<file path="src/rtl/fl_alloc_ctrl.sv">
// fl_alloc_ctrl: in-order dispatch grant against the freelist tag supply,
// tag steering to granted dest slots, and mispredict rollback sequencing
// (RB pulse followed by RB_WAIT_CYC recovery cycles).
// Optional build macro FL_STALL_CNT_EN adds stall_cnt_o, a saturating count
// of tag-starvation stall cycles.

// Per-slot grant cell. Slots are chained oldest to youngest. en_i is the
// "all older slots granted" token, and used_i is the number of tags already
// consumed by older slots.
module fl_alloc_slot #(
  parameter int DP_NUM   = 2,
  parameter int PREG_IDX = 6,
  parameter int CNT_W    = 2
) (
  input  logic                               en_i,
  input  logic                               req_i,
  input  logic                               dest_i,
  input  logic [CNT_W-1:0]                   used_i,
  input  logic [CNT_W-1:0]                   avail_i,
  input  logic [DP_NUM-1:0][PREG_IDX-1:0]    tags_i,
  output logic                               grant_o,
  output logic [CNT_W-1:0]                   used_o,
  output logic [PREG_IDX-1:0]                tag_o,
  output logic                               stall_o
);
  logic has_tag;
  assign has_tag = (used_i < avail_i);

  // Grant when the chain is open and a tag is left (or none is needed).
  // The next free tag is the one at position used_i in the freelist head.
  always_comb begin
    grant_o = en_i & req_i & (~dest_i | has_tag);
    used_o  = used_i + CNT_W'(grant_o & dest_i);
    stall_o = en_i & req_i & dest_i & ~has_tag;
    tag_o   = '0;
    if (grant_o && dest_i) begin
      for (int k = 0; k < DP_NUM; k++) begin
        if (used_i == CNT_W'(k)) tag_o = tags_i[k];
      end
    end
  end
endmodule

module fl_alloc_ctrl #(
  parameter int DP_NUM      = 2,
  parameter int PREG_NUM    = 64,
  parameter int PREG_IDX    = $clog2(PREG_NUM),
  parameter int CNT_W       = $clog2(DP_NUM+1),
  parameter int RB_WAIT_CYC = 2
) (
  input  logic                         clk_i,
  input  logic                         rst_i,
  input  logic [DP_NUM-1:0]            dp_req_i,
  input  logic [DP_NUM-1:0]            dp_dest_i,
  input  logic [CNT_W-1:0]             fl_avail_num_i,
  input  logic [DP_NUM*PREG_IDX-1:0]   fl_tag_i,
  input  logic                         rob_rollback_i,
  output logic [DP_NUM-1:0]            dp_grant_o,
  output logic [DP_NUM*PREG_IDX-1:0]   dp_tag_o,
  output logic [CNT_W-1:0]             fl_dp_num_o,
  output logic                         fl_rollback_o,
  output logic                         busy_o,
  output logic                         stall_avail_o
`ifdef FL_STALL_CNT_EN
  ,
  output logic [31:0]                  stall_cnt_o
`endif
);
  // Wide enough to hold RB_WAIT_CYC-1 even when RB_WAIT_CYC is 1.
  localparam int WAIT_W = $clog2(RB_WAIT_CYC+1);

  typedef enum logic [1:0] {ST_NORMAL, ST_RB, ST_WAIT} state_t;

  state_t              state_q, state_d;
  logic [WAIT_W-1:0]   cnt_q, cnt_d;

  logic                                active;
  logic [CNT_W-1:0]                    avail_eff;
  logic [DP_NUM-1:0][PREG_IDX-1:0]     tags;
  logic [DP_NUM-1:0][PREG_IDX-1:0]     tag_s;
  logic [DP_NUM-1:0]                   grant_s;
  logic [DP_NUM-1:0]                   stall_s;
  logic [DP_NUM:0]                     en_c;
  logic [DP_NUM:0][CNT_W-1:0]          used_c;

  // Grants only flow in NORMAL and never while reset is held.
  assign active    = (state_q == ST_NORMAL) & ~rst_i;
  assign avail_eff = (fl_avail_num_i > CNT_W'(DP_NUM)) ? CNT_W'(DP_NUM) : fl_avail_num_i;
  assign tags      = fl_tag_i;
  assign en_c[0]   = active;
  assign used_c[0] = '0;

  for (genvar i = 0; i < DP_NUM; i++) begin : g_slot
    fl_alloc_slot #(
      .DP_NUM  (DP_NUM),
      .PREG_IDX(PREG_IDX),
      .CNT_W   (CNT_W)
    ) u_slot (
      .en_i   (en_c[i]),
      .req_i  (dp_req_i[i]),
      .dest_i (dp_dest_i[i]),
      .used_i (used_c[i]),
      .avail_i(avail_eff),
      .tags_i (tags),
      .grant_o(grant_s[i]),
      .used_o (used_c[i+1]),
      .tag_o  (tag_s[i]),
      .stall_o(stall_s[i])
    );
    // A denied slot closes the chain for every younger slot.
    assign en_c[i+1] = grant_s[i];
  end

  assign dp_grant_o    = grant_s;
  assign dp_tag_o      = tag_s;
  assign fl_dp_num_o   = used_c[DP_NUM];
  // At most one slot can see an open chain and still be denied: the oldest denial.
  assign stall_avail_o = |stall_s;
  assign fl_rollback_o = (state_q == ST_RB) & ~rst_i;
  assign busy_o        = ((state_q == ST_RB) | (state_q == ST_WAIT)) & ~rst_i;

  // Rollback sequencer next state: any rollback request (re)enters RB.
  always_comb begin
    state_d = state_q;
    cnt_d   = cnt_q;
    case (state_q)
      ST_NORMAL: begin
        if (rob_rollback_i) state_d = ST_RB;
      end
      ST_RB: begin
        if (rob_rollback_i) begin
          state_d = ST_RB;
        end else begin
          state_d = ST_WAIT;
          cnt_d   = WAIT_W'(RB_WAIT_CYC-1);
        end
      end
      ST_WAIT: begin
        if (rob_rollback_i) begin
          state_d = ST_RB;
        end else if (cnt_q == '0) begin
          state_d = ST_NORMAL;
        end else begin
          cnt_d = cnt_q - WAIT_W'(1);
        end
      end
      default: begin
        state_d = ST_NORMAL;
        cnt_d   = '0;
      end
    endcase
  end

  // State register; reset beats a concurrent rollback request.
  always_ff @(posedge clk_i) begin
    if (rst_i) begin
      state_q <= ST_NORMAL;
      cnt_q   <= '0;
    end else begin
      state_q <= state_d;
      cnt_q   <= cnt_d;
    end
  end

`ifdef FL_STALL_CNT_EN
  logic [31:0] stall_cnt_q, stall_cnt_d;

  // Saturating count of tag-starvation cycles.
  always_comb begin
    stall_cnt_d = stall_cnt_q;
    if (stall_avail_o && (stall_cnt_q != 32'hFFFF_FFFF)) stall_cnt_d = stall_cnt_q + 32'd1;
  end

  // Stall counter register.
  always_ff @(posedge clk_i) begin
    if (rst_i) stall_cnt_q <= '0;
    else       stall_cnt_q <= stall_cnt_d;
  end

  assign stall_cnt_o = stall_cnt_q;
`endif
endmodule

</file>
<file path="config.mk">
export PLATFORM = sky130hd
export DESIGN_NAME = fl_alloc_ctrl
export DESIGN_NICKNAME = d
export VERILOG_FILES = /design/src/rtl/fl_alloc_ctrl.sv
export SDC_FILE = /design/constraint.sdc
export NUM_CORES = 1
export LEC_CHECK = 0
export CAP_MARGIN = 20
export CORE_MARGIN = 5
export CORE_UTILIZATION = 43
export DETAILED_ROUTE_END_ITERATION = 6
export GPL_TIMING_DRIVEN = 1
export PLACE_DENSITY = 0.95
export SLEW_MARGIN = 10
export SYNTH_ARGS = -nofsm -noshare
export SYNTH_HDL_FRONTEND = slang
export SYNTH_HIERARCHICAL = 1
export SYNTH_SLANG_ARGS = --single-unit
</file>
<file path="constraint.sdc">
create_clock -name clk_i -period 5.8 [get_ports clk_i]
set_input_delay 0.87 -clock clk_i [delete_from_list [all_inputs] [get_ports clk_i]]
set_output_delay 0.87 -clock clk_i [all_outputs]
set_load 0.02 [all_outputs]
</file>
==> results.json <==
{
  "status": "finished, final reports clean",
  "clockBufferDepth": 2,
  "antenna_found_initial": 0,
  "drc_errors": 0,
  "drive_above_1_share": 0.176,
  "cts-buffers-inserted": 3,
  "dieArea_sq_um": 2850,
  "power_frac_seq": 0.223,
  "crit_type": "primary input to output pin",
  "final_area_sq_um": 1220,
  "ys.flop_type": "dfxtp_1",
  "final_util": 0.694,
  "grt_setup_unrepaired": "false",
  "final_common_cell": "clkdlybuf4s50_1",
  "yosys_warnings": 6,
  "fin_skew_ns": 0.00332,
  "grt_pass1_vias": 824,
  "die-width_um": 53.4,
  "cts.clk_slew.worst_paths_ns": 0.04,
  "wire_per_inst_um": 14.8,
  "antenna_left": 0,
  "dieHeight_um": 53.4,
  "synthCells": 92,
  "layout_common_cells": "clkdlybuf4s50_1 (39), mux2i_1 (12), nor3_2 (12)",
  "grt_overflow_total": 0,
  "cellLeakagePower_uw": 0.000521,
  "synthTopCellsByArea": "mux2i_1 (15%), nor3_2 (15%), ha_1 (14%)",
  "synth-edff-count": 0,
  "p_int_uw": 85.8,
  "arrival_ns": 4.12,
  "vdd_drop_max_uv": 121,
  "hold-worst-slack_ns": 0.567,
  "avgViaCountPerCell": 5.05,
  "synth_seq_cells": 4,
  "dr.max_layer_used": "met4",
  "hold_buffers": 0,
  "clk_latency_ns": 0.23,
  "start_util": 0.459,
  "grt_pass1_wl_um": 3640,
  "setup_violations": 0,
  "power.density_nw_per_um2": 108,
  "path_max_fanout": 9,
  "maxSlewViolCount": 0,
  "timing.final.crit_share": 0.860,
  "fill_cells": 143,
  "hp-class": "flop to flop",
  "cts.sinks": 4,
  "firstDrtPassIters": 3,
  "grt.total_usage": 0.176,
  "cts_setup_buffers": 0,
  "diodes": 0,
  "setup-tns-final_ns": 0,
  "hpwlAfterDp_um": 1970,
  "rows": 15,
  "seq_area_frac_synth": 0.0989,
  "core_area_sq_um": 1760,
  "nNetsFinal": 163,
  "grt_max_degree": 10,
  "place_congestion": 0.745,
  "port_buffers": 39,
  "dpl-instance-area_sq_um": 1200,
  "cts.htree.levels": 1,
  "wirelength_um": 2300,
  "maxCapViolCount": 0,
  "syn_area_sq_um": 810,
  "cts_tree": "done",
  "timing.final.hold_violations": 0,
  "area_growth_syn_to_layout_pct": 51.3,
  "io_pins": 40,
  "fmax_mhz": 201,
  "cts_root_buffer": "clkbuf_4",
  "drt-met1-wl_um": 901,
  "synth_top_area_cell": "mux2i_1",
  "ctsResizeCount": 0,
  "end_kind": "output pin",
  "synth_top_area_frac": 0.148,
  "postSynth.asyncResetShare": 0,
  "syn_avg_cell_area_sq_um": 8.80,
  "clock_power_share": 0.261,
  "wl_met3_um": 89,
  "synth.distinct_cells": 29,
  "route.met2.wl_um": 1290,
  "vias": 788,
  "min_period_ns": 4.99,
  "start_kind": "primary input",
  "p_comb_frac": 0.516,
  "dr.first_iter.drc_count": 9,
  "switching_share": 0.349,
  "worstPathRequired_ns": 4.93,
  "p_sw_uw": 46.0
}
-- cells by family after synthesis --
logic type,Yosys count,synth area share
XOR/XNOR,2,0.0216
buffers and inverters,16,0.0958
multiplexers,12,0.148
AO/OA/AOI/OAI,15,0.159
AND/OR/NAND/NOR,33,0.332
flip-flops,4,0.0989
other,1,0.00463
adder cells (fa/ha/maj),9,0.139
-- worst max-delay path, cell delays in order --
cell and delay (ns):
clkdlybuf4s50_1 0.67, nor2b_1 0.11, nand3_1 0.15, a211o_4 0.18, inv_1 0.05, ha_1 0.43
nand2b_4 0.21, a211o_4 0.39, inv_1 0.07, ha_1 0.15, xor2_1 0.16, clkdlybuf4s50_1 0.65
-- path summary, 6_finish.rpt --
path                    end  depth (start not counted)        from  slack, ns
min reg2reg        cnt_q[1]                          3    cnt_q[1]       0.57
min                cnt_q[1]                          3    cnt_q[1]       0.57
max          fl_dp_num_o[1]                         12       rst_i       0.81
max reg2reg      state_q[1]                          5  state_q[0]       4.14
-- metal layers --
layer | vias up | GRT usage
met5 | - | 0
met4 | 0 | 0.0894
met3 | 2 | 0.0282
met2 | 21 | 0.320
met1 | 366 | 0.192
li1 | 399 | -
-- through the flow --
step,power [uW],instances,setup slack [ns]
global route,143,156,0.637
detailed placement,96.2,153,0.826
finish,132,156,0.813
CTS,133,156,0.821
global placement,93.8,153,0.993
floorplan,71.3,95,1.87
-- cell type report --
cell class	instances	area, sq um	share of cell area
Inverter	10	37.5	0.0306
Tap cell	25	31.3	0.0255
Multi-Input combinational cell	75	663	0.541
Timing Repair Buffer	39	390	0.319
Sequential cell	4	80.1	0.0654
Clock buffer	3	22.5	0.0184
-- Yosys cell counts, types with 3 or more instances --
| library cell | count |
|---|---|
| nor2b_1 | 5 |
| o21ai_0 | 3 |
| nor3_2 | 12 |
| mux2i_1 | 12 |
| nor2_1 | 4 |
| ha_1 | 9 |
| inv_1 | 10 |
| dfxtp_1 | 4 |
| a21oi_1 | 3 |
-- sequential cells by signal, indices dropped and copies added, names as in the netlist --
name     cells
cnt_q        2
state_q      2
-- power groups by stage --
| stage | sequential (uW) | combinational (uW) | clock, uW |
|---|---|---|---|
| after floorplan | 29.6 | 41.7 | 0 |
| final | 29.3 | 68.0 | 34.4 |
| after detailed placement | 29.8 | 66.5 | 0 |
| after global placement | 29.7 | 64.1 | 0 |
| after CTS | 29.3 | 66.9 | 36.7 |
| after global routing | 29.5 | 72.9 | 40.2 |
Note: power is estimated with default switching activity, not from simulation.
